File: config.mk
export PLATFORM = sky130hd
export DESIGN_NAME = axi_interconnect_width_convert_rdata
export DESIGN_NICKNAME = d
export VERILOG_FILES = /design/src/rtl/axi_interconnect_width_convert_rdata_pkg.sv /design/src/rtl/axi_interconnect_sync_fifo.sv /design/src/rtl/axi_interconnect_width_convert_rdata.sv
export SDC_FILE = /design/constraint.sdc
export NUM_CORES = 1
export LEC_CHECK = 0
export CAP_MARGIN = 15
export CORE_ASPECT_RATIO = 0.6
export CORE_MARGIN = 5
export CORE_UTILIZATION = 48
export CTS_BUF_LIST = sky130_fd_sc_hd__clkbuf_8
export DETAILED_ROUTE_END_ITERATION = 16
export HOLD_SLACK_MARGIN = 0.08
export MAX_ROUTING_LAYER = met4
export PLACE_DENSITY = 0.79
export SLEW_MARGIN = 25
export SYNTH_ARGS = -nofsm -noshare
export SYNTH_HDL_FRONTEND = slang
export SYNTH_HIERARCHICAL = 1
export SYNTH_SLANG_ARGS = --single-unit
File: constraint.sdc
create_clock -name clk_sys -period 2.87 [get_ports clk_sys]
set_clock_uncertainty 0.15 [all_clocks]
set_input_delay 0.4305 -clock clk_sys [delete_from_list [all_inputs] [get_ports clk_sys]]
set_output_delay 0.4305 -clock clk_sys [all_outputs]
set_load 0.01 [all_outputs]
File: src/rtl/axi_interconnect_width_convert_rdata_pkg.sv
// Shared types for the read-data width converter: RESP codes, split command, packer states.
// Latency: n/a (types and constant functions only).
// Backpressure: n/a.
package axi_interconnect_width_convert_rdata_pkg;

    localparam logic [1:0] RESP_OKAY   = 2'b00;
    localparam logic [1:0] RESP_EXOKAY = 2'b01;
    localparam logic [1:0] RESP_SLVERR = 2'b10;
    localparam logic [1:0] RESP_DECERR = 2'b11;

    // One entry per narrow sub-burst issued by the request splitter (23 bits).
    typedef struct packed {
        logic [7:0] len;      // narrow beats - 1
        logic [7:0] offset;   // start address[7:0]
        logic [2:0] size;     // log2(narrow beats per wide beat)
        logic [2:0] reqsize;  // narrow AxSIZE
        logic       tlast;    // last sub-burst of the original burst
    } split_cmd_t;

    typedef enum logic [1:0] {
        ST_IDLE = 2'd0,
        ST_PACK = 2'd1,
        ST_SEND = 2'd2
    } pack_state_t;

    function automatic int clog2(input int value);
        int res;
        int v;
        res = 0;
        v   = value - 1;
        while (v > 0) begin
            res = res + 1;
            v   = v >> 1;
        end
        return res;
    endfunction

endpackage

File: src/rtl/axi_interconnect_sync_fifo.sv
// Generic synchronous FIFO with registered head, used as the split-command queue.
// Latency: a pushed entry is visible at the head the cycle after the push.
// Backpressure: push ignored when full unless a pop happens in the same cycle.
module axi_interconnect_sync_fifo
    import axi_interconnect_width_convert_rdata_pkg::*;
#(
    parameter int WIDTH = 23,
    parameter int DEPTH = 4
) (
    input  logic             clk,
    input  logic             rst_n,
    input  logic             push,
    input  logic [WIDTH-1:0] push_data,
    input  logic             pop,
    output logic [WIDTH-1:0] head,
    output logic             full,
    output logic             empty
);

    localparam int AW = clog2(DEPTH);
    localparam int PW = (AW > 0) ? AW : 1;

    logic [WIDTH-1:0] mem [DEPTH];
    logic [PW-1:0]    wr_ptr;
    logic [PW-1:0]    rd_ptr;
    logic [PW:0]      count;
    logic             do_wr;
    logic             do_rd;

    assign full  = (count == (PW+1)'(DEPTH));
    assign empty = (count == '0);
    assign do_rd = pop && !empty;
    // A pop frees the slot in the same cycle, so a push into a full queue still lands.
    assign do_wr = push && (!full || do_rd);
    assign head  = mem[rd_ptr];

    // Storage array; contents need no reset because count gates visibility.
    always_ff @(posedge clk) begin
        if (do_wr) begin
            mem[wr_ptr] <= push_data;
        end
    end

    // Pointer and occupancy tracking.
    always_ff @(posedge clk) begin
        if (!rst_n) begin
            wr_ptr <= '0;
            rd_ptr <= '0;
            count  <= '0;
        end else begin
            if (do_wr) begin
                wr_ptr <= wr_ptr + 1'b1;
            end
            if (do_rd) begin
                rd_ptr <= rd_ptr + 1'b1;
            end
            case ({do_wr, do_rd})
                2'b10:   count <= count + 1'b1;
                2'b01:   count <= count - 1'b1;
                default: count <= count;
            endcase
        end
    end

endmodule

File: src/rtl/axi_interconnect_width_convert_rdata.sv
// Packs narrow R beats into wide R beats by address lane, merging RRESP and regenerating RLAST.
// Latency: wide beat valid the cycle after the completing narrow handshake; PACK and SEND never overlap.
// Backpressure: m_rready drops while a wide beat waits for s_rready; split_en into a full queue sets cmd_ovf.
module axi_interconnect_width_convert_rdata
    import axi_interconnect_width_convert_rdata_pkg::*;
#(
    parameter  int WIDTH_ID    = 4,
    parameter  int WIDTH_SDATA = 128,
    parameter  int WIDTH_MDATA = 32,
    parameter  int WIDTH_RUSER = 1,
    parameter  int CMD_DEPTH   = 4,
    parameter  int U_DLY       = 1,
    localparam int W_ID        = (WIDTH_ID > 0) ? WIDTH_ID : 1,
    localparam int W_RUSER     = (WIDTH_RUSER > 0) ? WIDTH_RUSER : 1
) (
    input  logic                   clk_sys,
    input  logic                   rst_n,
    input  logic                   split_en,
    input  logic [7:0]             split_len,
    input  logic [7:0]             split_offset,
    input  logic [2:0]             split_size,
    input  logic [2:0]             split_reqsize,
    input  logic                   split_tlast,
    output logic                   cmd_ovf,
    input  logic [W_ID-1:0]        m_rid,
    input  logic [WIDTH_MDATA-1:0] m_rdata,
    input  logic [1:0]             m_rresp,
    input  logic                   m_rlast,
    input  logic [W_RUSER-1:0]     m_ruser,
    input  logic                   m_rvalid,
    output logic                   m_rready,
    output logic [W_ID-1:0]        s_rid,
    output logic [WIDTH_SDATA-1:0] s_rdata,
    output logic [1:0]             s_rresp,
    output logic                   s_rlast,
    output logic [W_RUSER-1:0]     s_ruser,
    output logic                   s_rvalid,
    input  logic                   s_rready
);

    localparam int MLOG2  = clog2(WIDTH_MDATA / 8);
    localparam int SLOG2  = clog2(WIDTH_SDATA / 8);
    localparam int RATIO  = 1 << (SLOG2 - MLOG2);
    localparam int LANE_W = (SLOG2 > MLOG2) ? (SLOG2 - MLOG2) : 1;

    pack_state_t      state;
    pack_state_t      state_nxt;
    split_cmd_t       in_cmd;
    split_cmd_t       head_cmd;
    split_cmd_t       cur_cmd;
    logic             fifo_full;
    logic             fifo_empty;
    logic             fifo_pop;
    logic             load;
    logic [7:0]       beat_cnt;
    logic [LANE_W-1:0] lane;
    logic [LANE_W-1:0] lane_nxt;
    logic [LANE_W-1:0] lane_init;
    int               lane_step;
    logic             last_narrow;
    logic             wide_done;
    logic             done_cmd;
    logic             first_beat;
    logic             m_hs;
    logic             s_hs;
    logic [WIDTH_SDATA-1:0] data_buf;
    logic             unused_ok;

    assign in_cmd = '{len: split_len, offset: split_offset, size: split_size,
                      reqsize: split_reqsize, tlast: split_tlast};

    axi_interconnect_sync_fifo #(
        .WIDTH ($bits(split_cmd_t)),
        .DEPTH (CMD_DEPTH)
    ) u_cmd_fifo (
        .clk       (clk_sys),
        .rst_n     (rst_n),
        .push      (split_en),
        .push_data (in_cmd),
        .pop       (fifo_pop),
        .head      (head_cmd),
        .full      (fifo_full),
        .empty     (fifo_empty)
    );

    assign m_rready = (state == ST_PACK);
    assign s_rvalid = (state == ST_SEND);
    assign s_rdata  = data_buf;
    assign m_hs     = m_rvalid && m_rready;
    assign s_hs     = s_rvalid && s_rready;

    // Lane arithmetic: reqsize below the narrow bus width still steps one lane.
    assign lane_step   = (int'(cur_cmd.reqsize) > MLOG2) ? (1 << (int'(cur_cmd.reqsize) - MLOG2)) : 1;
    assign lane_nxt    = LANE_W'((int'(lane) + lane_step) % RATIO);
    assign lane_init   = LANE_W'((int'(head_cmd.offset) >> MLOG2) % RATIO);
    assign last_narrow = (beat_cnt == 8'd0);
    // A wide beat closes on a 2^size lane boundary or at the end of the command.
    assign wide_done   = last_narrow || (((int'(lane) + 1) & ((1 << cur_cmd.size) - 1)) == 0);

    // m_rlast is deliberately ignored: the command length decides where bursts end.
    assign unused_ok = ^{m_rlast, cur_cmd.len, cur_cmd.offset} ^ (U_DLY != 0);

    // Packer state register.
    always_ff @(posedge clk_sys) begin
        if (!rst_n) begin
            state <= ST_IDLE;
        end else begin
            state <= state_nxt;
        end
    end

    // Next state, command load and command pop.
    always_comb begin
        state_nxt = state;
        load      = 1'b0;
        fifo_pop  = 1'b0;
        case (state)
            ST_IDLE: begin
                if (!fifo_empty) begin
                    load      = 1'b1;
                    state_nxt = ST_PACK;
                end
            end
            ST_PACK: begin
                if (m_rvalid) begin
                    fifo_pop = last_narrow;
                    if (wide_done) begin
                        state_nxt = ST_SEND;
                    end
                end
            end
            ST_SEND: begin
                if (s_rready) begin
                    if (!done_cmd) begin
                        state_nxt = ST_PACK;
                    end else if (!fifo_empty) begin
                        load      = 1'b1;
                        state_nxt = ST_PACK;
                    end else begin
                        state_nxt = ST_IDLE;
                    end
                end
            end
            default: state_nxt = ST_IDLE;
        endcase
    end

    // Datapath: command tracking, lane packing, response merge and overflow flag.
    always_ff @(posedge clk_sys) begin
        if (!rst_n) begin
            cur_cmd    <= '0;
            beat_cnt   <= '0;
            lane       <= '0;
            done_cmd   <= 1'b0;
            first_beat <= 1'b1;
            data_buf   <= '0;
            s_rid      <= '0;
            s_ruser    <= '0;
            s_rresp    <= RESP_OKAY;
            s_rlast    <= 1'b0;
            cmd_ovf    <= 1'b0;
        end else begin
            if (split_en && fifo_full && !fifo_pop) begin
                cmd_ovf <= 1'b1;
            end
            if (load) begin
                cur_cmd  <= head_cmd;
                beat_cnt <= head_cmd.len;
                lane     <= lane_init;
                done_cmd <= 1'b0;
            end
            if (m_hs) begin
                data_buf[lane*WIDTH_MDATA +: WIDTH_MDATA] <= m_rdata;
                beat_cnt <= beat_cnt - 8'd1;
                lane     <= lane_nxt;
                s_rid    <= m_rid;
                s_ruser  <= m_ruser;
                s_rlast  <= last_narrow && cur_cmd.tlast;
                if (last_narrow) begin
                    done_cmd <= 1'b1;
                end
                // First error response within a wide beat wins.
                if (first_beat) begin
                    s_rresp    <= m_rresp;
                    first_beat <= 1'b0;
                end else if (!s_rresp[1] && m_rresp[1]) begin
                    s_rresp <= m_rresp;
                end
            end
            if (s_hs) begin
                first_beat <= 1'b1;
            end
        end
    end

endmodule
==> results.tsv, run 1 <==
stage	metric	value	unit
run_status	status	complete, no violations	
synth	syn_nets	989	
worst_setup_path	Setup CP Type	reg -> reg	
cells_and_area	nets@finish	1191	
sta	Setup TNS Final	0	ns
synth	syn_area_per_cell	10.0	µm²
global_route	first-pass GRT wire length	41300	µm
sta	Max-slew headroom	0.631	
floorplanning	Die ar.	21800	µm²
sta	Final WS setup	0.178	ns
place	Port Buffers	199	
route	Via density	5.63	
sta	Tmin final	2.69	ns
floorplanning	Core ar.	18300	µm²
cells_and_area	commonest cells after routing, fill and taps aside	199 x clkdlybuf4s50_1, 171 x nand2_1, 167 x dfxtp_1, 148 x a21oi_1, 132 x nand3_1	
global_route	GRT Overall Usage	0.243	
global_route	largest net degree at the start of global routing	61	
clock_network	root buffer cell	clkbuf_8	
sta	Fmax achieved	371	MHz
cells_and_area	Non-Filler Instances	1368	
route	wire length per cell	19.2	µm
route	Post-Route WL	26200	µm
worst_setup_path	worst endpoint required time	3.14	ns
clock_network	CTS Buf Count	36	
sta	endpoints failing hold	0	
route	first-pass iteration count of the detailed router	6	
cells_and_area	design area	12100	µm²
power	Total Power Consumption	0.00797	W
floorplanning	DIE WIDTH	187	µm
route	post-route ant nets	0	
place	Post-Place Setup Slack	-0.144	ns
synth	Yosys warning count	6	
cells_and_area	share of layout cells above drive strength 1	0.0931	
sta	Tcrit/Tclk final	0.938	
flow_run	Max Cap Violations	0	
synth	Syn Inst Count	904	
cells_and_area	Layout area overhead	33.4	%
min_path	Tightest Hold Check Type	reg -> reg	
worst_setup_path	crit-path max FO	4	
clock_network	Num Clock Sinks	235	
worst_setup_path	CP arrival	2.96	ns
worst_setup_path	Crit. End Element	flip-flop	
clock_network	clock slew at the register clock pins of the worst setup and hold paths	0.07	ns
worst_setup_path	crit path launch type	flip-flop	
route	vias	7701	
sta	Worst Max-Slew Pin Slew	0.553	ns
global_route	number of global-route vias before repair	7621	
cells_and_area	number of fill cells	1399	
place	placer congestion estimate	0.857	
cells_and_area	commonest non-fill, non-tap cell in the layout	clkdlybuf4s50_1	
place	Post-Place Cells	1308	
global_route	gr ovfl total	0	
place	detailed placement HPWL	17600	µm
clock_network	CTS tree	built	
sta	Max Slew Vio Count	0	
route	number of DRC markers in iteration 0	624	
floorplanning	# IOs	207	
place	placed instance area	11500	µm²
synth	cell area after synthesis	9060	µm²
power	PD cells	659	nW/µm²
clock_network	Post-CTS Hold Buffers	0	
clock_network	H-tree levels	2	
clock_network	worst skew pair latency	0.51	ns
floorplanning	die height	116	µm
power	worst vdd ir	442	µV
sta	Final setup viols	0	
floorplanning	Site Rows	38	
route	DRC viols	0	
global_route	antenna violations before repair	0	
cells_and_area	n_diodes	0	
clock_network	maximum buffer depth of the clock tree	3	
floorplanning	Initial Util	0.495	
power	leakage	4.03	nW
==> layer usage <==
layer | global-route usage | wire length [µm]
met4 | 0.0499 | 355
met2 | 0.361 | 11200
met5 | - | 0
met3 | 0.0636 | 2830
met1 | 0.341 | 11800
==> layout make-up <==
cell class              instances  area, µm²  share of cell area
flip-flops and latches        235       5390               0.446
multi-input cells             581       3350               0.277
repair buffers                233       2370               0.196
clock buffers                  37        509              0.0421
well taps                     240        300              0.0248
clock inverters                23       93.8             0.00776
inverters                      19       73.8             0.00611
==> metrics by stage <==
step                      hold slack (ns)   util
after global placement              0.287  0.626
after detailed placement            0.293  0.626
after floorplan                     0.286      -
after global routing                0.317  0.660
final                               0.300  0.660
after CTS                           0.300  0.659
==> worst max-delay path, cell delays in order, from the launching register on <==
cell	delay, ns
dfxtp_1	0.37
inv_2	0.07
ha_1	0.19
nor3b_2	0.15
nand3_1	0.11
inv_1	0.06
inv_1	0.11
a21boi_2	0.08
inv_1	0.08
ha_2	0.17
inv_1	0.05
fa_1	0.37
xor2_1	0.16
or3_1	0.30
a21boi_0	0.16
==> repair_timing <==
item,4_1_cts,5_1_grt
gates resized for setup,0,7
setup endpoints to repair,0,1
setup buffers,0,0
==> registers in the layout, indices dropped and copies added (netlist names), 3 cells and up, named ones only <==
| name | count |
|---|---|
| cur_cmd | 7 |
| beat_cnt | 8 |
| s_rdata | 128 |
| s_rid | 4 |
| u_cmd_fifo/mem | 68 |
| u_cmd_fifo/count | 3 |
==> final timing paths <==
kind                        startpoint                          endpoint  slack (ns)  cells past startpoint
min          s_rdata[104]$_SDFFE_PN0P_         s_rdata[104]$_SDFFE_PN0P_        0.30                      2
min reg2reg  s_rdata[104]$_SDFFE_PN0P_         s_rdata[104]$_SDFFE_PN0P_        0.30                      2
max reg2reg   beat_cnt[0]$_SDFFE_PN0P_  u_cmd_fifo/count[2]$_SDFFE_PN0P_        0.18                     14
max           beat_cnt[0]$_SDFFE_PN0P_  u_cmd_fifo/count[2]$_SDFFE_PN0P_        0.18                     14
==> report_power, final <==
part	switching, W	internal [W]	total [W]
Sequential	0.000158	0.00362	0.00378
Combinational	0.00110	0.000675	0.00177
Clock	0.00123	0.00119	0.00241
No activity file was read; power rests on OpenSTA's default activity.
==> inputs of run 2 (changes only) <==
--- a/config.mk
+++ b/config.mk
@@ -5,10 +5,11 @@
 export SDC_FILE = /design/constraint.sdc
 export NUM_CORES = 1
 export LEC_CHECK = 0
+export ABC_AREA = 1
 export CAP_MARGIN = 15
-export CORE_ASPECT_RATIO = 0.6
+export CORE_ASPECT_RATIO = 0.8
 export CORE_MARGIN = 5
-export CORE_UTILIZATION = 48
+export CORE_UTILIZATION = 49
 export CTS_BUF_LIST = sky130_fd_sc_hd__clkbuf_8
 export DETAILED_ROUTE_END_ITERATION = 16
 export HOLD_SLACK_MARGIN = 0.08
==> run 2 against run 1 <==
Sequential power shrank 3%. First-iteration DRC count up 54%. Fmax shrank 2.1%. Worst setup slack lost 0.058 ns. Register-to-register slack got worse by 0.06 ns. Non-clock buffer count is 4 lower. Combinational power about the same. Critical path type unchanged.
==> results.tsv, run 2 <==
stage	metric	value	unit
floorplanning	Initial Util	0.503	
place	placed instance area	12200	µm²
clock_network	clock slew at the register clock pins of the worst setup and hold paths	0.06	ns
power	PD cells	643	nW/µm²
global_route	gr ovfl total	0	
cells_and_area	n_diodes	0	
clock_network	maximum buffer depth of the clock tree	3	
clock_network	worst skew pair latency	0.51	ns
flow_run	Max Cap Violations	0	
clock_network	CTS tree	built	
cells_and_area	Layout area overhead	28.8	%
place	Port Buffers	199	
worst_setup_path	CP arrival	3.05	ns
synth	cell area after synthesis	10100	µm²
synth	Syn Inst Count	1150	
clock_network	root buffer cell	clkbuf_8	
power	worst vdd ir	319	µV
route	DRC viols	0	
floorplanning	# IOs	207	
cells_and_area	nets@finish	1418	
worst_setup_path	crit path launch type	flip-flop	
sta	Fmax achieved	364	MHz
worst_setup_path	Setup CP Type	reg -> reg	
floorplanning	Site Rows	46	
worst_setup_path	Crit. End Element	flip-flop	
global_route	largest net degree at the start of global routing	71	
floorplanning	die height	138	µm
clock_network	Post-CTS Hold Buffers	0	
route	number of DRC markers in iteration 0	962	
route	Via density	5.49	
global_route	number of global-route vias before repair	8291	
clock_network	post-CTS sizing	0	
synth	syn_nets	1235	
cells_and_area	max reg flops	128	
floorplanning	Die ar.	23500	µm²
worst_setup_path	crit-path max FO	31	
sta	Max-slew headroom	0.456	
clock_network	Setup Buffers After CTS	0	
sta	Final setup viols	0	
clock_network	H-tree levels	2	
sta	Tcrit/Tclk final	0.958	
sta	Tmin final	2.75	ns
synth	Yosys warning count	6	
synth	syn_area_per_cell	8.75	µm²
clock_network	Num Clock Sinks	235	
floorplanning	DIE WIDTH	170	µm
cells_and_area	number of fill cells	1671	
cells_and_area	commonest non-fill, non-tap cell in the layout	nand2_1	
power	Total Power Consumption	0.00834	W
route	post-route ant nets	0	
global_route	GRT Overall Usage	0.242	
route	Post-Route WL	28800	µm
min_path	Tightest Hold Check Type	reg -> reg	
worst_setup_path	worst endpoint required time	3.17	ns
power	leakage	4.56	nW
global_route	first-pass GRT wire length	45000	µm
route	vias	8924	
route	wire length per cell	17.7	µm
run_status	status	complete, no violations	
floorplanning	Core ar.	20000	µm²
cells_and_area	share of layout cells above drive strength 1	0.114	
sta	Worst Max-Slew Pin Slew	0.814	ns
sta	Setup TNS Final	0	ns
sta	RSZ-0062 raised after global routing	false	
global_route	antenna violations before repair	0	
cells_and_area	commonest cells after routing, fill and taps aside	203 x nand2_1, 199 x clkdlybuf4s50_1, 167 x dfxtp_1, 144 x a21oi_1, 108 x nor2_1	
clock_network	CTS Buf Count	38	
place	detailed placement HPWL	19800	µm
sta	Max Slew Vio Count	0	
place	placer congestion estimate	0.903	
cells_and_area	design area	13000	µm²
sta	endpoints failing hold	0	
route	first-pass iteration count of the detailed router	5	
## run 2: through the flow
stage | setup WS (ns) | utilization | std cells | hold slack (ns)
global placement | 0.00770 | 0.609 | 1557 | 0.293
finish | 0.120 | 0.647 | 1625 | 0.310
detailed placement | -0.00723 | 0.609 | 1557 | 0.303
floorplan | 0.213 | - | 1150 | 0.287
CTS | 0.216 | 0.647 | 1625 | 0.304
global route | 0.00698 | 0.647 | 1625 | 0.331
## run 2: path summary, 6_finish.rpt
check                                           from                       end  slack [ns]  depth (start not counted)
worst max-delay path            lane[1]$_SDFFE_PN0P_  s_rdata[90]$_SDFFE_PN0P_        0.12                          8
worst min-delay path             done_cmd$_SDFF_PN0_       done_cmd$_SDFF_PN0_        0.31                          2
worst max register to register  lane[1]$_SDFFE_PN0P_  s_rdata[90]$_SDFFE_PN0P_        0.12                          8
worst min register to register   done_cmd$_SDFF_PN0_       done_cmd$_SDFF_PN0_        0.31                          2
## run 2: layer usage
layer,wire length (µm),part of all wire,track usage
met5,0,0,-
met4,569,0.020,0.0588
met3,2360,0.082,0.0476
met2,12900,0.45,0.355
met1,12900,0.45,0.347
## run 2: worst max-delay path: stages, from the launching register on
cell and delay (ns):
dfxtp_1 0.45, inv_1 0.12, ha_1 0.50, inv_2 0.24, nor2_1 0.29, nand2_1 0.13
inv_2 0.45, nand4_1 0.17, a21oi_1 0.18
## run 2: layout make-up
class	count	area, µm²	share of cell area
Clock buffer	48	661	0.0510
Timing Repair Buffer	229	2280	0.176
Sequential cell	235	5390	0.415
Multi-Input combinational cell	764	3950	0.304
Inverter	65	256	0.0198
Clock inverter	20	105	0.00811
Tap cell	264	330	0.0255
## run 2: power by group
part	leakage [nW]	switching (W)	internal, W
Combinational	2.14	0.00126	0.000535
Clock	0.445	0.00128	0.00159
Sequential	1.98	0.0000954	0.00358
